==> src/rtl/alu_pkg.sv <==
// Shared ALU definitions: op codes (also used by the ALU decoder), FSM states, shift-width helper.
package alu_pkg;

  localparam logic [2:0] ALU_ADD = 3'b000;
  localparam logic [2:0] ALU_SUB = 3'b001;
  localparam logic [2:0] ALU_AND = 3'b010;
  localparam logic [2:0] ALU_OR  = 3'b011;
  localparam logic [2:0] ALU_XOR = 3'b100;
  localparam logic [2:0] ALU_SLT = 3'b101;
  localparam logic [2:0] ALU_SLL = 3'b110;
  localparam logic [2:0] ALU_SRL = 3'b111;

  typedef enum logic [1:0] {
    StIdle  = 2'b00,
    StShift = 2'b01,
    StDone  = 2'b10
  } state_e;

  // Shift-amount width; clamped to 1 so a 1-bit datapath still has a legal vector.
  function automatic int unsigned shw_of(input int unsigned width);
    return (width > 1) ? $clog2(width) : 1;
  endfunction

endpackage

==> src/rtl/mc_alu_core.sv <==
// Combinational single-cycle ALU ops. Shifts are a barrel shifter only when MC_ALU_FAST_SHIFT_EN
// is defined; otherwise shift ops pass operand a through (the shamt==0 result).
module mc_alu_core
  import alu_pkg::*;
#(
  parameter int unsigned WIDTH = 32
) (
  input  logic [2:0]       alu_control,
  input  logic [WIDTH-1:0] a,
  input  logic [WIDTH-1:0] b,
  output logic [WIDTH-1:0] y
);

`ifdef MC_ALU_FAST_SHIFT_EN
  localparam int unsigned SHW = shw_of(WIDTH);
`endif

  always_comb begin
    y = '0;
    case (alu_control)
      ALU_ADD: y = a + b;
      ALU_SUB: y = a - b;
      ALU_AND: y = a & b;
      ALU_OR:  y = a | b;
      ALU_XOR: y = a ^ b;
      ALU_SLT: y = {{(WIDTH-1){1'b0}}, ($signed(a) < $signed(b))};
`ifdef MC_ALU_FAST_SHIFT_EN
      ALU_SLL: y = a << b[SHW-1:0];
      ALU_SRL: y = a >> b[SHW-1:0];
`else
      ALU_SLL, ALU_SRL: y = a;
`endif
      default: y = '0;
    endcase
  end

endmodule

==> src/rtl/mc_alu.sv <==
// Multi-cycle ALU: single-cycle ops via mc_alu_core, iterative 1-bit/cycle shifts.
// Define MC_ALU_FAST_SHIFT_EN to use the core's barrel shifter instead (all ops latency 1).
module mc_alu
  import alu_pkg::*;
#(
  parameter int unsigned WIDTH = 32
) (
  input  logic             clk,
  input  logic             reset,
  input  logic             start,
  input  logic [2:0]       alu_control,
  input  logic [WIDTH-1:0] a,
  input  logic [WIDTH-1:0] b,
  output logic [WIDTH-1:0] result,
  output logic             zero,
  output logic             busy,
  output logic             done
);

  localparam int unsigned SHW = shw_of(WIDTH);

  state_e           state_q, state_d;
  logic [WIDTH-1:0] acc_q, acc_d;
  logic [WIDTH-1:0] result_q, result_d;
  logic [SHW-1:0]   cnt_q, cnt_d;
  logic             left_q, left_d;
  logic [WIDTH-1:0] core_y;
  logic [WIDTH-1:0] acc_step;
  logic             accept;
  logic             is_shift;

  mc_alu_core #(
    .WIDTH(WIDTH)
  ) u_core (
    .alu_control(alu_control),
    .a          (a),
    .b          (b),
    .y          (core_y)
  );

  assign accept   = start && (state_q != StShift);
  assign acc_step = left_q ? (acc_q << 1) : (acc_q >> 1);

`ifdef MC_ALU_FAST_SHIFT_EN
  assign is_shift = 1'b0;
`else
  logic [SHW-1:0] shamt;
  assign shamt    = b[SHW-1:0];
  // A zero shift amount completes in one cycle with result = a, straight from the core.
  assign is_shift = ((alu_control == ALU_SLL) || (alu_control == ALU_SRL)) && (shamt != '0);
`endif

  always_comb begin
    state_d  = state_q;
    acc_d    = acc_q;
    cnt_d    = cnt_q;
    left_d   = left_q;
    result_d = result_q;
    case (state_q)
      StIdle, StDone: begin
        state_d = StIdle;
        if (accept) begin
          if (is_shift) begin
`ifndef MC_ALU_FAST_SHIFT_EN
            acc_d   = a;
            cnt_d   = shamt;
            left_d  = (alu_control == ALU_SLL);
            state_d = StShift;
`endif
          end else begin
            result_d = core_y;
            state_d  = StDone;
          end
        end
      end
      StShift: begin
        acc_d = acc_step;
        cnt_d = cnt_q - SHW'(1);
        if (cnt_q == SHW'(1)) begin
          result_d = acc_step;
          state_d  = StDone;
        end
      end
      default: state_d = StIdle;
    endcase
  end

  always_ff @(posedge clk or posedge reset) begin
    if (reset) begin
      state_q  <= StIdle;
      acc_q    <= '0;
      cnt_q    <= '0;
      left_q   <= 1'b0;
      result_q <= '0;
    end else begin
      state_q  <= state_d;
      acc_q    <= acc_d;
      cnt_q    <= cnt_d;
      left_q   <= left_d;
      result_q <= result_d;
    end
  end

  assign result = result_q;
  assign zero   = (result_q == '0);
  assign done   = (state_q == StDone);
`ifdef MC_ALU_FAST_SHIFT_EN
  assign busy   = 1'b0;
`else
  assign busy   = (state_q == StShift);
`endif

endmodule
==> config.mk <==
export PLATFORM = sky130hd
export DESIGN_NAME = mc_alu
export DESIGN_NICKNAME = d
export VERILOG_FILES = /design/src/rtl/alu_pkg.sv /design/src/rtl/mc_alu_core.sv /design/src/rtl/mc_alu.sv
export SDC_FILE = /design/constraint.sdc
export NUM_CORES = 1
export LEC_CHECK = 0
export CORE_MARGIN = 5
export CORE_UTILIZATION = 46
export CTS_BUF_LIST = sky130_fd_sc_hd__clkbuf_8
export DETAILED_ROUTE_END_ITERATION = 8
export PLACE_DENSITY = 0.67
export SLEW_MARGIN = 30
export SYNTH_ARGS = -nofsm -noshare
export SYNTH_HDL_FRONTEND = slang
export SYNTH_SLANG_ARGS = --single-unit
==> constraint.sdc <==
create_clock -name clk -period 6.09 [get_ports clk]
set_clock_uncertainty 0.1 [all_clocks]
set_input_delay 1.5225 -clock clk [delete_from_list [all_inputs] [get_ports clk]]
set_output_delay 1.5225 -clock clk [all_outputs]
set_load 0.1 [all_outputs]
### Word level (Yosys, flattened, before mapping)

Cells that the tools add are included.
W data, S select, Z words.

| word-level totals | value |
|---|---|
| bits in registers | 72 |
| latch bits | 0 |
| memory bits (writable) | 0 |
| ROM bits | 0 |
| bits of input ports | 70 |
| logic and storage cells | 56 |
| memories kept | 0 |

| cells by class | value |
|---|---|
| $add $sub $neg | 3 |
| multiply operators | 0 |
| div/mod/pow operators | 0 |
| $lt $le $gt $ge | 1 |
| equality and inequality tests | 15 |
| shift-type cells | 0 |
| mux-type cells | 16 |
| bitwise logic cells | 3 |
| reduce and logical (&&, ||, !) cells | 13 |

Operators with widths:

| operator | number |
|---|---|
| $pmux W32 S7 | 1 |
| $mux W32 | 6 |
| $pmux W32 S2 | 2 |
| $add A32 B32 Y32 | 1 |
| $and A32 B32 Y32 | 1 |
| $logic_not A32 Y1 | 1 |
| $lt A32 B32 Y1 | 1 |
| $or A32 B32 Y32 | 1 |
| $sub A32 B32 Y32 | 1 |
| $xor A32 B32 Y32 | 1 |
| $eq A3 B3 Y1 const B | 4 |
| $mux W5 | 2 |
| $pmux W5 S2 | 1 |
| $eq A3 B2 Y1 const B | 2 |
| $mux W2 | 3 |
| $ne A2 B2 Y1 const B | 3 |
| $reduce_and A3 Y1 | 2 |
| $eq A5 B1 Y1 const B | 1 |
| $reduce_bool A5 Y1 | 1 |
| $sub A5 B1 Y5 const B | 1 |
| $ne A2 B1 Y1 const B | 2 |
| $pmux W2 S2 | 1 |
| $reduce_and A4 Y1 | 1 |
| $reduce_or A2 Y1 | 2 |
| 8 further kinds | 9 |

### Logic depth before layout (Yosys ltp)

Gate-level depths: netlist (run 1).

| logic depth | value |
|---|---|
| word-level depth | 6 |
| depth in mapped cells | 13 |
| depth with buffers taken out | 13 |

### By module

A second synthesis (run 1) with hierarchy kept.

| second synthesis, totals | value |
|---|---|
| cell total of the unflattened synthesis | 1291 |
| area total of the unflattened synthesis | 9335.2 um^2 |

Modules (own cells, without submodules):

| module | instances | cells an instance | area each (um^2) |
|---|---|---|---|
| mc_alu_core | 1 | 882 | 5532.8 |
| mc_alu | 1 | 409 | 3802.4 |

### Worst setup path before layout (run 1)

No wires, ideal clock.

| timing path | value |
|---|---|
| path type | reg-to-output |
| start point | reg result_q[18] (netlist: result[18]) |
| end point | out zero |
| arrival | 2.506 ns |
| path slack | 1.961 ns |
| cell stages (with the launch flop) | 4 |
| cell sequence | dfrtp_1 > nor4_1 > nand4_1 > nor2_1 |

| between the ends | value |
|---|---|
| longest elaborated chain between the ends | 1 |

Ends and longest elaborated chain:

| item | line | text |
|---|---|---|
| from (decl) | mc_alu.sv:24 | `logic [WIDTH-1:0] result_q, result_d;` |
| from (signal assigned) | mc_alu.sv:100 | `result_q <= result_d;` |
| $logic_not A32 Y1 | mc_alu.sv:105 | `assign zero = (result_q == '0);` |
| to (decl) | mc_alu.sv:15 | `output logic zero,` |

Every way passes these cells.

### Worst setup path in the final report (run 1)

| timing path | value |
|---|---|
| start point | in a[10] |
| end point | reg result_q[0] (netlist: result[0]) |

| between the ends | value |
|---|---|
| longest elaborated chain between the ends | 5 |

Ends and longest elaborated chain:

| item | line | text |
|---|---|---|
| from (decl) | mc_alu.sv:12 | `input logic [WIDTH-1:0] a,` |
| $lt A32 B32 Y1 | mc_alu_core.sv:26 | `ALU_SLT: y = {{(WIDTH-1){1'b0}}, ($signed(a) < $signed(b))};` |
| $pmux W32 S7 | mc_alu_core.sv:20 | `case (alu_control)` |
| $mux W32 | mc_alu.sv:63 | `if (is_shift) begin` |
| $mux W32 | mc_alu.sv:62 | `if (accept) begin` |
| $pmux W32 S2 | mc_alu.sv:59 | `case (state_q)` |

Every way passes these cells. The select of a mux whose other input is x is not followed.
A chain may end at the register's enable or synchronous reset.

==> report_table.html, run 1 <==
<table>
<tr><th>Metric</th><th>Value</th></tr>
<tr><th colspan="2">Routing</th></tr>
<tr><td>Via density</td><td>6.23</td></tr>
<tr><td>Violation count after the first detailed-routing iteration</td><td>1175</td></tr>
<tr><td>DR DRC count</td><td>0</td></tr>
<tr><td>Drt wl/cell</td><td>21.5 microns</td></tr>
<tr><td>Initial DRT Pass Iterations</td><td>5</td></tr>
<tr><td>DRT antenna net count</td><td>0</td></tr>
<tr><td>Total wire length after detailed routing</td><td>33600 microns</td></tr>
<tr><td>Count of vias placed by the detailed router</td><td>9732</td></tr>
<tr><th colspan="2">Power</th></tr>
<tr><td>Maximum vdd drop</td><td>0.000162 V</td></tr>
<tr><td>Power density of the placed cells</td><td>359 nW/um^2</td></tr>
<tr><td>Net switching power</td><td>2.13 mW</td></tr>
<tr><td>Internal power contribution</td><td>1.65 mW</td></tr>
<tr><td>Part of the total power dissipated in combinational logic</td><td>0.633</td></tr>
<tr><td>Fraction of power consumed by the clock network</td><td>0.107</td></tr>
<tr><td>Leakage Power</td><td>4.43 nW</td></tr>
<tr><td>Fraction of power spent switching nets</td><td>0.565</td></tr>
<tr><td>PnR Total Power</td><td>3.78 mW</td></tr>
<tr><td>Portion of total power attributed to sequential cells</td><td>0.261</td></tr>
<tr><th colspan="2">Timing</th></tr>
<tr><td>Actual slew at the worst max-slew pin</td><td>986 ps</td></tr>
<tr><td>Max-Slew Margin vs Limit</td><td>0.341</td></tr>
<tr><td>Count of endpoints failing setup in the final report</td><td>0</td></tr>
<tr><td>RSZ-0062 raised after global routing</td><td>false</td></tr>
<tr><td>Timing-limited maximum frequency</td><td>201 MHz</td></tr>
<tr><td>Final worst-path cycle share</td><td>0.816</td></tr>
<tr><td>Number of endpoints with negative hold slack in the final report</td><td>0</td></tr>
<tr><td>Clock period minus final worst setup slack</td><td>4970 ps</td></tr>
<tr><td>Hold slack</td><td>430 ps</td></tr>
<tr><td>Final slew viol count</td><td>0</td></tr>
<tr><td>Sum Neg Setup Slack</td><td>0 ps</td></tr>
<tr><th colspan="2">Synth</th></tr>
<tr><td>Number of synthesis warnings</td><td>0</td></tr>
<tr><td>Count of state elements after synthesis</td><td>72</td></tr>
<tr><td>Share of synthesized area occupied by flip-flops and latches</td><td>0.195</td></tr>
<tr><td>Post-synthesis cell count</td><td>1239</td></tr>
<tr><td>Count of flip-flops with a built-in enable after synthesis</td><td>0</td></tr>
<tr><td>Mapped Nets</td><td>1409</td></tr>
<tr><td>FFs w/ async S/R, synth</td><td>1.00</td></tr>
<tr><td>Number of distinct library cells after synthesis</td><td>86</td></tr>
<tr><td>Average instance area after synthesis</td><td>7.45 sq um</td></tr>
<tr><td>Cell Area, Synth</td><td>9230 sq um</td></tr>
<tr><td>Most common flop cell mapped by yosys</td><td>sky130_fd_sc_hd__dfrtp_1</td></tr>
<tr><th colspan="2">Outcome</th></tr>
<tr><td>Run status</td><td>finished clean</td></tr>
<tr><th colspan="2">Hold path</th></tr>
<tr><td>Worst Hold Path Cells</td><td>1</td></tr>
<tr><td>Hold/Removal Path Class</td><td>reg2reg</td></tr>
<tr><th colspan="2">Clock tree</th></tr>
<tr><td>Count of clock tree sinks</td><td>72</td></tr>
<tr><td>Master cell of the clock root buffer</td><td>sky130_fd_sc_hd__clkbuf_8</td></tr>
<tr><td>Clock slew at the register clock pins of the worst setup and hold paths</td><td>80 ps</td></tr>
<tr><td>Max clock buf depth</td><td>2</td></tr>
<tr><td>CTS tree</td><td>built</td></tr>
<tr><td>Hold buffer count at CTS</td><td>0</td></tr>
<tr><td>Post-CTS resize count</td><td>0</td></tr>
<tr><td>Clock insertion delay at the later pin of the skew report</td><td>380 ps</td></tr>
<tr><td>H-tree levels</td><td>3</td></tr>
<tr><td>Setup bufs post-CTS</td><td>0</td></tr>
<tr><td>Number of CTS-inserted buffers</td><td>9</td></tr>
<tr><th colspan="2">Critical path</th></tr>
<tr><td>Max stage delay on crit path</td><td>590 ps</td></tr>
<tr><td>Critical Path Sink Type</td><td>flip-flop</td></tr>
<tr><td>Largest fanout of any net on the critical path</td><td>12</td></tr>
<tr><td>Data arrival at the endpoint of the critical path</td><td>5100 ps</td></tr>
<tr><td>Ordered cell list for the critical path</td><td>clkdlybuf4s50_1 &gt; inv_1 &gt; ha_1 &gt; nor3_1 &gt; nand2_1 &gt; a211oi_1 &gt; a211oi_2 &gt; buf_4 &gt; o21ai_1 &gt; nor2_1 &gt; o21ba_2 &gt; o21ai_0 &gt; a31oi_1</td></tr>
<tr><td>Logic depth of the worst register-to-register path</td><td>9</td></tr>
<tr><td>Cell with the biggest individual delay on the critical path</td><td>sky130_fd_sc_hd__clkdlybuf4s50_1</td></tr>
<tr><td>Worst endpoint required time</td><td>6220 ps</td></tr>
<tr><td>Launching element type of the critical path</td><td>input pin</td></tr>
<tr><td>WS Path Type</td><td>in2reg</td></tr>
<tr><th colspan="2">Floorplan</th></tr>
<tr><td>I/O Pins</td><td>105</td></tr>
<tr><td>Total die area</td><td>23000 sq um</td></tr>
<tr><td>Initial standard-cell utilization of the core</td><td>0.471</td></tr>
<tr><td>Placeable core area</td><td>19600 sq um</td></tr>
<tr><td>Die height</td><td>152 microns</td></tr>
<tr><td>Die span in x</td><td>152 microns</td></tr>
<tr><td>Number of rows in the core area</td><td>51</td></tr>
<tr><th colspan="2">Placed design</th></tr>
<tr><td>Port Buffer Count</td><td>104</td></tr>
<tr><td>Placer Congestion</td><td>1.01</td></tr>
<tr><td>HPWL Detailed</td><td>25200 microns</td></tr>
<tr><td>Cell count after placement</td><td>1545</td></tr>
<tr><th colspan="2">Cells and area</th></tr>
<tr><td>Fin nets</td><td>1462</td></tr>
<tr><td>Fillers</td><td>1970</td></tr>
<tr><td>Growth of design area from synthesis to finish</td><td>14.1%</td></tr>
<tr><td>Final Instance Count excl. Fillers</td><td>1562</td></tr>
<tr><td>Layout cells sized above 1</td><td>0.0740</td></tr>
<tr><td>Antenna Cells</td><td>0</td></tr>
<tr><th colspan="2">Global routing</th></tr>
<tr><td>Antenna violations before repair</td><td>1</td></tr>
<tr><td>Largest net degree at the start of global routing</td><td>63</td></tr>
<tr><td>Number of global-route vias before repair</td><td>8865</td></tr>
<tr><td>Final global-route overflow total</td><td>0</td></tr>
<tr><td>Wire length of the first global-routing pass</td><td>51700 microns</td></tr>
<tr><td>All-layer global routing usage</td><td>0.291</td></tr>
<tr><th colspan="2">Job</th></tr>
<tr><td>Count of max-cap constraint violations</td><td>0</td></tr>
</table>
path summary, 6_finish.rpt:
check / start / endpoint / slack, ps
min reg2reg: result[2] / result[2] / 430
min: result[2] / result[2] / 430
max in group asynchronous: reset / acc_q[16] / 3370
max: a[10] / result[0] / 1120
max reg2reg: state_q[0] / result[31] / 2620
min in group asynchronous: reset / acc_q[3] / 1510
cells in the mapped netlist (all sizes together), types with 9 or more instances:
cell type | count | area [sq um]
nand2 | 133 | 499
a21oi | 112 | 564
inv | 104 | 390
ha | 98 | 1230
nor2 | 92 | 348
o21ai | 92 | 468
dfrtp | 72 | 1800
clkbuf | 62 | 303
a31oi | 36 | 231
a211oi | 33 | 268
o211ai | 32 | 245
mux2i | 28 | 280
nor3 | 28 | 140
nand3 | 25 | 125
buf | 22 | 143
nor4 | 20 | 125
mux2 | 19 | 214
nor2b | 17 | 106
o21bai | 17 | 128
o31ai | 16 | 125
xnor2 | 16 | 140
and2 | 13 | 82.6
o22ai | 12 | 75.1
nand2b | 9 | 56.3
o221ai | 9 | 85.1
critical path: cells and delay by family:
family                     cells  cell delay (ps)
AOI/OAI and AO/OA              6             1520
buffers and inverters          3              840
and+or+nand+nor                3              690
adders and majority gates      1              500
metrics by stage:
stage	utilization	setup WS [ps]	cell area [sq um]
after floorplan	-	1960	9230
after global placement	0.527	788	10300
after detailed placement	0.527	789	10300
after CTS	0.537	1180	10500
after global routing	0.538	925	10500
final	0.538	1120	10500
state kept, by name (all words and copies together), names as in the netlist:
signal and cells:
acc_q 32, result 32, cnt_q 5, state_q 2
left_q 1
cell type report:
| class | count | area (sq um) | area share |
|---|---|---|---|
| Multi-Input combinational cell | 977 | 6610 | 0.628 |
| Clock buffer | 11 | 151 | 0.0144 |
| Tap cell | 265 | 332 | 0.0315 |
| Sequential cell | 72 | 1800 | 0.171 |
| Timing Repair Buffer | 126 | 1190 | 0.113 |
| Inverter | 106 | 398 | 0.0378 |
| Clock inverter | 5 | 47.5 | 0.00451 |
routing by layer:
metal / vias to the layer above / share of wire / track usage
li1: 4593 / - / -
met1: 4547 / 0.45 / 0.441
met2: 524 / 0.41 / 0.411
met3: 66 / 0.11 / 0.0535
met4: 2 / 0.029 / 0.0975
met5: - / 0.00039 / 0
cell families (layout without fill, tap and decap cells):
logic type	after synthesis	in the layout	share of synthesized area
AND/OR/NAND/NOR	371	371	0.186
XOR/XNOR	22	22	0.0209
buffers and inverters	190	248	0.0913
flip-flops	72	72	0.195
AO/OA/AOI/OAI	437	437	0.316
multiplexers	47	47	0.0535
adder cells (fa/ha/maj)	100	100	0.137
placed cells by master, fill, tap and decap left out, types with 11 or more instances in the layout:
cell and instances:
sky130_fd_sc_hd__nor3_1 27, sky130_fd_sc_hd__nand3_1 25, sky130_fd_sc_hd__inv_1 104, sky130_fd_sc_hd__o22ai_1 12
sky130_fd_sc_hd__o211ai_1 31, sky130_fd_sc_hd__a211oi_1 29, sky130_fd_sc_hd__nor4_1 20, sky130_fd_sc_hd__clkbuf_8 11
sky130_fd_sc_hd__nand2_1 133, sky130_fd_sc_hd__xnor2_1 16, sky130_fd_sc_hd__o31ai_1 15, sky130_fd_sc_hd__dfrtp_1 72
sky130_fd_sc_hd__ha_1 98, sky130_fd_sc_hd__nor2b_1 17, sky130_fd_sc_hd__buf_4 22, sky130_fd_sc_hd__o21ai_0 88
sky130_fd_sc_hd__mux2_2 19, sky130_fd_sc_hd__nor2_1 91, sky130_fd_sc_hd__a21oi_1 110, sky130_fd_sc_hd__o21bai_1 17
sky130_fd_sc_hd__clkdlybuf4s50_1 100, sky130_fd_sc_hd__a31oi_1 35, sky130_fd_sc_hd__and2_1 11, sky130_fd_sc_hd__mux2i_1 28
power groups by stage:
stage               Combinational, mW  Clock (mW)  Sequential (mW)
global placement                 2.35           0            0.980
CTS                              2.38       0.406            0.978
finish                           2.39       0.403            0.987
global route                     2.54       0.431             1.01
detailed placement               2.37           0            0.985
floorplan                        1.06           0             1.61
(Power assumes the default switching activity.)
==> inputs of run 2 (changes only) <==
clock period = 5.1 ns   (was 6.09 ns; I/O delays follow)
==> report_table.html, run 2 (synthesis gave the netlist of run 1 again) <==
<table>
<tr><th>Metric</th><th>Value</th></tr>
<tr><th colspan="2">Routing</th></tr>
<tr><td>Via density</td><td>6.24 (+0.14%)</td></tr>
<tr><td>Top Layer Used</td><td>met4</td></tr>
<tr><td>Drt wl/cell</td><td>22.4 microns (+4.1%)</td></tr>
<tr><td>Initial DRT Pass Iterations</td><td>5 (unchanged)</td></tr>
<tr><td>Count of vias placed by the detailed router</td><td>9883 (+1.6%)</td></tr>
<tr><td>Detailed-routed wire length on met2</td><td>14600 microns (+6.3%)</td></tr>
<tr><td>Violation count after the first detailed-routing iteration</td><td>1181 (+0.51%)</td></tr>
<tr><td>Total wire length after detailed routing</td><td>35500 microns (+5.5%)</td></tr>
<tr><td>DR DRC count</td><td>0 (unchanged)</td></tr>
<tr><td>Wl on met1</td><td>15900 microns (+4.7%)</td></tr>
<tr><td>DRT antenna net count</td><td>0 (unchanged)</td></tr>
<tr><td>Met3 routed WL</td><td>4100 microns (+12%)</td></tr>
<tr><th colspan="2">Clock tree</th></tr>
<tr><td>Max clock buf depth</td><td>2 (unchanged)</td></tr>
<tr><td>Setup bufs post-CTS</td><td>0 (unchanged)</td></tr>
<tr><td>H-tree levels</td><td>3 (unchanged)</td></tr>
<tr><td>CTS tree</td><td>built</td></tr>
<tr><td>Number of CTS-inserted buffers</td><td>9 (unchanged)</td></tr>
<tr><td>Hold buffer count at CTS</td><td>0 (unchanged)</td></tr>
<tr><td>Clock insertion delay at the later pin of the skew report</td><td>380 ps (about the same)</td></tr>
<tr><td>Count of clock tree sinks</td><td>72 (unchanged)</td></tr>
<tr><td>Master cell of the clock root buffer</td><td>sky130_fd_sc_hd__clkbuf_8</td></tr>
<tr><td>Post-CTS resize count</td><td>0 (unchanged)</td></tr>
<tr><td>Clock slew at the register clock pins of the worst setup and hold paths</td><td>90 ps (about the same)</td></tr>
<tr><th colspan="2">Cells and area</th></tr>
<tr><td>Most common cell after layout, fill and taps aside</td><td>sky130_fd_sc_hd__nand2_1</td></tr>
<tr><td>Growth of design area from synthesis to finish</td><td>16.4%</td></tr>
<tr><td>Fin nets</td><td>1484 (+1.5%)</td></tr>
<tr><td>Layout cells sized above 1</td><td>0.0910 (+0.0170)</td></tr>
<tr><td>Commonest cells after routing, fill and taps aside</td><td>sky130_fd_sc_hd__nand2_1, sky130_fd_sc_hd__a21oi_1, sky130_fd_sc_hd__inv_1</td></tr>
<tr><td>Antenna Cells</td><td>0 (unchanged)</td></tr>
<tr><td>Fillers</td><td>1920 (-2.5%)</td></tr>
<tr><td>Final standard cell area without fillers</td><td>10800 sq um (+2.1%)</td></tr>
<tr><th colspan="2">Power</th></tr>
<tr><td>Internal power contribution</td><td>2.07 mW (+26%)</td></tr>
<tr><td>Maximum vdd drop</td><td>0.000230 V (+42%)</td></tr>
<tr><td>Power density of the placed cells</td><td>437 nW/um^2 (+22%)</td></tr>
<tr><td>Portion of total power attributed to sequential cells</td><td>0.253 (-0.008)</td></tr>
<tr><td>Leakage Power</td><td>4.55 nW (+2.9%)</td></tr>
<tr><td>Part of the total power dissipated in combinational logic</td><td>0.620 (-0.013)</td></tr>
<tr><td>Net switching power</td><td>2.63 mW (+23%)</td></tr>
<tr><td>Fraction of power spent switching nets</td><td>0.560 (-0.00492)</td></tr>
<tr><td>Fraction of power consumed by the clock network</td><td>0.127 (+0.020)</td></tr>
<tr><th colspan="2">Placed design</th></tr>
<tr><td>Pre-CTS setup slack</td><td>241 ps (-548 ps)</td></tr>
<tr><td>HPWL Detailed</td><td>26800 microns (+6.4%)</td></tr>
<tr><td>Area of placed instances</td><td>10500 sq um (+1.7%)</td></tr>
<tr><td>Placer Congestion</td><td>0.979 (-2.9%)</td></tr>
<tr><td>Port Buffer Count</td><td>104 (unchanged)</td></tr>
<tr><th colspan="2">Critical path</th></tr>
<tr><td>Largest fanout of any net on the critical path</td><td>7 (-5)</td></tr>
<tr><td>Cell with the most instances on the worst path</td><td>sky130_fd_sc_hd__inv_1</td></tr>
<tr><td>Critical register-to-register path startpoint</td><td>left_q</td></tr>
<tr><td>Reg2reg end</td><td>result[23]</td></tr>
<tr><td>Critical Path Sink Type</td><td>flip-flop</td></tr>
<tr><td>Cell with the biggest individual delay on the critical path</td><td>sky130_fd_sc_hd__clkdlybuf4s50_1</td></tr>
<tr><td>Ordered cell list for the critical path</td><td>clkdlybuf4s50_1 &gt; inv_1 &gt; ha_1 &gt; inv_1 &gt; fa_1 &gt; nor3b_1 &gt; o311ai_1 &gt; a211oi_1 &gt; a211oi_2 &gt; buf_4 &gt; o21ai_1 &gt; nor2_1 &gt; mux2i_1 &gt; nor4_1 &gt; a21oi_1</td></tr>
<tr><td>Worst endpoint required time</td><td>5260 ps (-960 ps)</td></tr>
<tr><td>Logic depth of the worst register-to-register path</td><td>4 (-5)</td></tr>
<tr><td>Reg2Reg Setup Slack</td><td>2440 ps (-180 ps)</td></tr>
<tr><td>Max stage delay on crit path</td><td>490 ps (-100 ps)</td></tr>
<tr><td>Launching element type of the critical path</td><td>input pin</td></tr>
<tr><td>WS Path Type</td><td>in2reg</td></tr>
<tr><td>Data arrival at the endpoint of the critical path</td><td>4760 ps (-340 ps)</td></tr>
<tr><th colspan="2">Timing</th></tr>
<tr><td>Sum Neg Setup Slack</td><td>0 ps (unchanged)</td></tr>
<tr><td>Clock period minus final worst setup slack</td><td>4600 ps</td></tr>
<tr><td>Number of endpoints with negative hold slack in the final report</td><td>0 (unchanged)</td></tr>
<tr><td>Setup WS post-layout</td><td>503 ps (-616 ps)</td></tr>
<tr><td>Final worst-path cycle share</td><td>0.901</td></tr>
<tr><td>Max-Slew Margin vs Limit</td><td>0.315 (-0.0256)</td></tr>
<tr><td>Final slew viol count</td><td>0 (unchanged)</td></tr>
<tr><td>Timing-limited maximum frequency</td><td>218 MHz</td></tr>
<tr><td>Count of endpoints failing setup in the final report</td><td>0 (unchanged)</td></tr>
<tr><td>RSZ-0062 raised after global routing</td><td>false</td></tr>
<tr><td>Actual slew at the worst max-slew pin</td><td>1020 ps (+38.2 ps)</td></tr>
<tr><th colspan="2">Global routing</th></tr>
<tr><td>Number of global-route vias before repair</td><td>9254 (+4.4%)</td></tr>
<tr><td>Antenna violations before repair</td><td>0 (-1)</td></tr>
<tr><td>All-layer global routing usage</td><td>0.310 (+0.0190)</td></tr>
<tr><td>Wire length of the first global-routing pass</td><td>54600 microns (+5.7%)</td></tr>
<tr><td>Final global-route overflow total</td><td>0 (unchanged)</td></tr>
<tr><td>Largest net degree at the start of global routing</td><td>52 (-17%)</td></tr>
<tr><th colspan="2">Floorplan</th></tr>
<tr><td>I/O Pins</td><td>105 (unchanged)</td></tr>
<tr><td>Total die area</td><td>23000 sq um (unchanged)</td></tr>
<tr><td>Die span in x</td><td>152 microns (unchanged)</td></tr>
<tr><td>Die height</td><td>152 microns (unchanged)</td></tr>
<tr><td>Number of rows in the core area</td><td>51 (unchanged)</td></tr>
<tr><td>Initial standard-cell utilization of the core</td><td>0.471 (unchanged)</td></tr>
<tr><td>Placeable core area</td><td>19600 sq um (unchanged)</td></tr>
<tr><th colspan="2">Hold path</th></tr>
<tr><td>Startpoint of the most critical hold path</td><td>acc_q[28]</td></tr>
<tr><td>Worst Hold Path Cells</td><td>1 (unchanged)</td></tr>
<tr><td>Hold/Removal Path Class</td><td>reg2reg</td></tr>
<tr><td>Hold worst-path end</td><td>acc_q[28]</td></tr>
<tr><th colspan="2">Outcome</th></tr>
<tr><td>Run status</td><td>finished clean</td></tr>
<tr><th colspan="2">Job</th></tr>
<tr><td>Count of max-cap constraint violations</td><td>0 (unchanged)</td></tr>
</table>
==> run 2: changes by cell type in the layout (fill, tap and decap cells not counted), sizes merged <==
| cell | previous run | this run |
|---|---|---|
| buf | 26 | 49 |
| bufinv | 1 | 3 |
| clkbuf | 11 | 9 |
| clkdlybuf4s50 | 100 | 99 |
==> run 2: metrics by stage <==
step / total power, mW / utilization / hold WS, ps / instances
floorplan: 3.19 / - / 381 / 1239
global placement: 4.03 / 0.536 / 406 / 1567
CTS: 4.65 / 0.548 / 435 / 1583
finish: 4.69 / 0.549 / 438 / 1584
global route: 4.93 / 0.549 / 476 / 1584
detailed placement: 4.05 / 0.536 / 417 / 1567
==> run 2: cell type report <==
type | count | area, sq um | area share
sequential | 72 | 1800 | 0.168
tap | 265 | 332 | 0.0308
timing repair buffer | 148 | 1370 | 0.127
inverter | 106 | 398 | 0.0370
clock buffer | 9 | 124 | 0.0115
multi-input combinational | 977 | 6610 | 0.615
clock inverter | 7 | 120 | 0.0112
==> run 2: worst max-delay path by stage <==
stage	slack, ps	startpoint	to
finish	500	a[0]	result[28]
floorplan	1220	result[18]	zero
CTS	580	a[0]	result[8]
global placement	270	a[0]	result[28]
global route	380	a[0]	result[28]
detailed placement	240	a[0]	result[28]
==> run 2: power by group through the flow <==
stage / registers [mW] / clock network (mW) / logic, mW
floorplan: 1.92 / 0 / 1.26
global placement: 1.18 / 0 / 2.85
detailed placement: 1.18 / 0 / 2.87
CTS: 1.17 / 0.597 / 2.88
global route: 1.21 / 0.620 / 3.09
finish: 1.19 / 0.596 / 2.91
==> run 2: critical path, delay by kind of cell <==
kind	cells	cell delay [ps]
muxes	1	110
buffers and inverters	4	860
adders and majority gates	2	580
AOI/OAI and AO/OA	5	1200
and+or+nand+nor	3	750
==> run 2: metal layers <==
| layer | vias up | track usage |
|---|---|---|
| met5 | - | 0 |
| met4 | 0 | 0.0804 |
| met3 | 64 | 0.0684 |
| met2 | 532 | 0.448 |
| met1 | 4665 | 0.464 |
| li1 | 4622 | - |
==> inputs of run 3 (changes only) <==
ABC_AREA = 1   (was unset)
==> report_table.html, run 3 <==
<table>
<tr><th>Metric</th><th>Value</th></tr>
<tr><th colspan="2">Clock tree</th></tr>
<tr><td>Master cell of the clock root buffer</td><td>sky130_fd_sc_hd__clkbuf_8</td></tr>
<tr><td>Max clock buf depth</td><td>2 (unchanged)</td></tr>
<tr><td>Hold buffer count at CTS</td><td>0 (unchanged)</td></tr>
<tr><td>Setup bufs post-CTS</td><td>0 (unchanged)</td></tr>
<tr><td>Number of CTS-inserted buffers</td><td>9 (unchanged)</td></tr>
<tr><td>Post-CTS resize count</td><td>0 (unchanged)</td></tr>
<tr><td>CTS tree</td><td>built</td></tr>
<tr><td>H-tree levels</td><td>3 (unchanged)</td></tr>
<tr><td>Clock slew at the register clock pins of the worst setup and hold paths</td><td>80 ps (about the same)</td></tr>
<tr><td>Count of clock tree sinks</td><td>72 (unchanged)</td></tr>
<tr><td>Clock insertion delay at the later pin of the skew report</td><td>360 ps (-20 ps)</td></tr>
<tr><th colspan="2">Cells and area</th></tr>
<tr><td>Most common cell after layout, fill and taps aside</td><td>sky130_fd_sc_hd__nand2_1</td></tr>
<tr><td>Growth of design area from synthesis to finish</td><td>11.8%</td></tr>
<tr><td>Layout cells sized above 1</td><td>0.0841 (-0.00684)</td></tr>
<tr><td>Commonest cells after routing, fill and taps aside</td><td>sky130_fd_sc_hd__nand2_1, sky130_fd_sc_hd__inv_1, sky130_fd_sc_hd__nor2_1</td></tr>
<tr><td>Antenna Cells</td><td>0 (unchanged)</td></tr>
<tr><td>Footprint of the multi-input gates</td><td>6810 sq um (+3.1%)</td></tr>
<tr><td>Final standard cell area without fillers</td><td>11600 sq um (+7.5%)</td></tr>
<tr><td>Fillers</td><td>2356 (+23%)</td></tr>
<tr><td>Final Instance Count excl. Fillers</td><td>2051 (+29%)</td></tr>
<tr><td>Area of all sequential standard cells</td><td>1800 sq um (unchanged)</td></tr>
<tr><td>Fin nets</td><td>1936 (+30%)</td></tr>
<tr><th colspan="2">Synth</th></tr>
<tr><td>Number of synthesis warnings</td><td>0 (unchanged)</td></tr>
<tr><td>Mapped Nets</td><td>1875 (+33%)</td></tr>
<tr><td>Cell Area, Synth</td><td>10300 sq um (+12%)</td></tr>
<tr><td>Most common flop cell mapped by yosys</td><td>sky130_fd_sc_hd__dfrtp_1</td></tr>
<tr><td>Count of state elements after synthesis</td><td>72 (unchanged)</td></tr>
<tr><td>Average instance area after synthesis</td><td>6.06 sq um (-19%)</td></tr>
<tr><td>Share of synthesized area occupied by flip-flops and latches</td><td>0.174 (-0.0208)</td></tr>
<tr><td>Most frequent cell after synthesis</td><td>sky130_fd_sc_hd__nand2_1</td></tr>
<tr><td>Post-synth top cells</td><td>sky130_fd_sc_hd__nand2_1, sky130_fd_sc_hd__inv_1, sky130_fd_sc_hd__nor2_1</td></tr>
<tr><td>Number of distinct library cells after synthesis</td><td>49 (-43%)</td></tr>
<tr><td>Leading post-synthesis cells by cell area</td><td>sky130_fd_sc_hd__dfrtp_1, sky130_fd_sc_hd__nand2_1, sky130_fd_sc_hd__ha_1</td></tr>
<tr><td>Area share of the largest cell type after synthesis</td><td>0.174 (-0.0208)</td></tr>
<tr><td>Count of flip-flops with a built-in enable after synthesis</td><td>0 (unchanged)</td></tr>
<tr><td>FFs w/ async S/R, synth</td><td>1.00 (unchanged)</td></tr>
<tr><td>Most area-hungry cell type in the Yosys netlist</td><td>sky130_fd_sc_hd__dfrtp_1</td></tr>
<tr><td>Post-synthesis cell count</td><td>1705 (+38%)</td></tr>
<tr><th colspan="2">Critical path</th></tr>
<tr><td>Logic depth of the worst register-to-register path</td><td>8 (+4)</td></tr>
<tr><td>Reg2reg end</td><td>acc_q[26]</td></tr>
<tr><td>Origin of the worst setup path</td><td>result[5]</td></tr>
<tr><td>Launching element type of the critical path</td><td>flip-flop</td></tr>
<tr><td>Worst setup path endpoint</td><td>zero</td></tr>
<tr><td>Crit path depth</td><td>4 (-11)</td></tr>
<tr><td>Worst endpoint required time</td><td>3720 ps (-1540 ps)</td></tr>
<tr><td>Max stage delay on crit path</td><td>1150 ps (+660 ps)</td></tr>
<tr><td>Reg2Reg Setup Slack</td><td>2690 ps (+250 ps)</td></tr>
<tr><td>Number of buffers and inverters on the critical path</td><td>1 (-3)</td></tr>
<tr><td>Top cell family by delay on the critical path</td><td>buffers and inverters</td></tr>
<tr><td>Critical register-to-register path startpoint</td><td>state_q[0]</td></tr>
<tr><td>Critical Path Sink Type</td><td>output pin</td></tr>
<tr><td>Data arrival at the endpoint of the critical path</td><td>2840 ps (-1920 ps)</td></tr>
<tr><td>Cell with the biggest individual delay on the critical path</td><td>sky130_fd_sc_hd__clkdlybuf4s50_1</td></tr>
<tr><td>WS Path Type</td><td>reg2out</td></tr>
<tr><td>Largest fanout of any net on the critical path</td><td>3 (-4)</td></tr>
<tr><td>Ordered cell list for the critical path</td><td>nor4_1 &gt; nand4_1 &gt; nor2_1 &gt; clkdlybuf4s50_1</td></tr>
<tr><th colspan="2">Floorplan</th></tr>
<tr><td>Number of rows in the core area</td><td>54 (+5.9%)</td></tr>
<tr><td>I/O Pins</td><td>105 (unchanged)</td></tr>
<tr><td>Placeable core area</td><td>22000 sq um (+12%)</td></tr>
<tr><td>Total die area</td><td>25600 sq um (+11%)</td></tr>
<tr><td>Die span in x</td><td>160 microns (+5.4%)</td></tr>
<tr><td>Initial standard-cell utilization of the core</td><td>0.471 (-0.000642)</td></tr>
<tr><td>Die height</td><td>160 microns (+5.4%)</td></tr>
<tr><th colspan="2">Global routing</th></tr>
<tr><td>All-layer global routing usage</td><td>0.302 (-0.00749)</td></tr>
<tr><td>Antenna violations before repair</td><td>1 (+1)</td></tr>
<tr><td>Wire length of the first global-routing pass</td><td>60700 microns (+11%)</td></tr>
<tr><td>Final global-route overflow total</td><td>0 (unchanged)</td></tr>
<tr><td>Largest net degree at the start of global routing</td><td>65 (+25%)</td></tr>
<tr><td>Number of global-route vias before repair</td><td>10.6k (+14%)</td></tr>
<tr><th colspan="2">Routing</th></tr>
<tr><td>DRT antenna net count</td><td>0 (unchanged)</td></tr>
<tr><td>Violation count after the first detailed-routing iteration</td><td>1311 (+11%)</td></tr>
<tr><td>Count of vias placed by the detailed router</td><td>11.5k (+16%)</td></tr>
<tr><td>Via density</td><td>5.61 (-10%)</td></tr>
<tr><td>DR DRC count</td><td>0 (unchanged)</td></tr>
<tr><td>Total wire length after detailed routing</td><td>40200 microns (+13%)</td></tr>
<tr><td>Initial DRT Pass Iterations</td><td>6 (+1)</td></tr>
<tr><td>Drt wl/cell</td><td>19.6 microns (-12%)</td></tr>
<tr><th colspan="2">Timing</th></tr>
<tr><td>Number of endpoints with negative hold slack in the final report</td><td>0 (unchanged)</td></tr>
<tr><td>RSZ-0062 raised after global routing</td><td>false</td></tr>
<tr><td>Final slew viol count</td><td>0 (unchanged)</td></tr>
<tr><td>Timing-limited maximum frequency</td><td>237 MHz (+9.0%)</td></tr>
<tr><td>Max-Slew Margin vs Limit</td><td>0.339 (+0.0240)</td></tr>
<tr><td>Sum Neg Setup Slack</td><td>0 ps (unchanged)</td></tr>
<tr><td>Clock period minus final worst setup slack</td><td>4220 ps (-379 ps)</td></tr>
<tr><td>Final worst-path cycle share</td><td>0.827 (-0.0743)</td></tr>
<tr><td>Count of endpoints failing setup in the final report</td><td>0 (unchanged)</td></tr>
<tr><td>Hold slack</td><td>436 ps (-2.27 ps)</td></tr>
<tr><td>Actual slew at the worst max-slew pin</td><td>988 ps (-35.8 ps)</td></tr>
<tr><th colspan="2">Placed design</th></tr>
<tr><td>Placer Congestion</td><td>1.05 (+7.0%)</td></tr>
<tr><td>Cell count after placement</td><td>2035 (+30%)</td></tr>
<tr><td>HPWL Detailed</td><td>32900 microns (+23%)</td></tr>
<tr><td>Port Buffer Count</td><td>104 (unchanged)</td></tr>
<tr><td>Area of placed instances</td><td>11400 sq um (+8.2%)</td></tr>
<tr><th colspan="2">Job</th></tr>
<tr><td>Count of max-cap constraint violations</td><td>0 (unchanged)</td></tr>
<tr><th colspan="2">Power</th></tr>
<tr><td>Maximum vdd drop</td><td>0.000329 V (+43%)</td></tr>
<tr><td>Leakage Power</td><td>6.11 nW (+34%)</td></tr>
<tr><td>Power density of the placed cells</td><td>379 nW/um^2 (-13%)</td></tr>
<tr><th colspan="2">Outcome</th></tr>
<tr><td>Run status</td><td>finished clean</td></tr>
<tr><th colspan="2">Hold path</th></tr>
<tr><td>Hold/Removal Path Class</td><td>reg2reg</td></tr>
<tr><td>Startpoint of the most critical hold path</td><td>result[15]</td></tr>
</table>
## run 3: area by class of cell
| type | count | share of cell area |
|---|---|---|
| Clock buffer | 10 | 0.0119 |
| Clock inverter | 6 | 0.00509 |
| Inverter | 326 | 0.107 |
| Multi-Input combinational cell | 1238 | 0.590 |
| Sequential cell | 72 | 0.156 |
| Tap cell | 280 | 0.0303 |
| Timing Repair Buffer | 119 | 0.101 |
## run 3: how the worst min path moves through the flow
stage                       to  slack, ps  cells after the start
global placement     result[1]        410                      2
detailed placement   result[1]        420                      2
finish              result[15]        440                      2
global route         acc_q[24]        480                      2
CTS                  result[1]        440                      2
floorplan            acc_q[12]        400                      2
## run 3: worst reg2reg max path, delay by kind of cell (launching register included)
family	cells	cell delay, ps
simple gates	2	600
buf+inv	4	940
compound gates	2	340
flops	1	360
## run 3: cell families (layout without fill, tap and decap cells)
kind of cell	after synthesis	after routing	share of synthesized area
xor+xnor	9	9	0.00763
compound gates	295	295	0.172
flops	72	72	0.174
simple gates	834	834	0.357
fa+ha+maj	100	100	0.123
buf+inv	395	461	0.167
## run 3: where the power goes
group          internal (mW)  leakage (nW)  switching, mW
clock network          0.237         0.106          0.217
registers              0.843         0.854          0.201
logic                  0.731          5.15           2.15
## run 3: through the flow
step | setup slack (ps) | total power, mW | utilization
2_1_floorplan | 1220 | 3.14 | -
6_report | 882 | 4.38 | 0.526
4_1_cts | 869 | 4.36 | 0.526
3_5_place_dp | 948 | 3.90 | 0.517
5_1_grt | 682 | 4.64 | 0.526
3_3_place_gp | 944 | 3.88 | 0.517
## run 3: per-layer routing
metal / wire length [microns] / up-vias / GRT usage
met3: 4630 / 60 / 0.0786
met1: 18000 / 5292 / 0.442
met5: 13 / - / 0
li1: - / 5568 / -
met2: 16700 / 575 / 0.448
met4: 796 / 2 / 0.0680
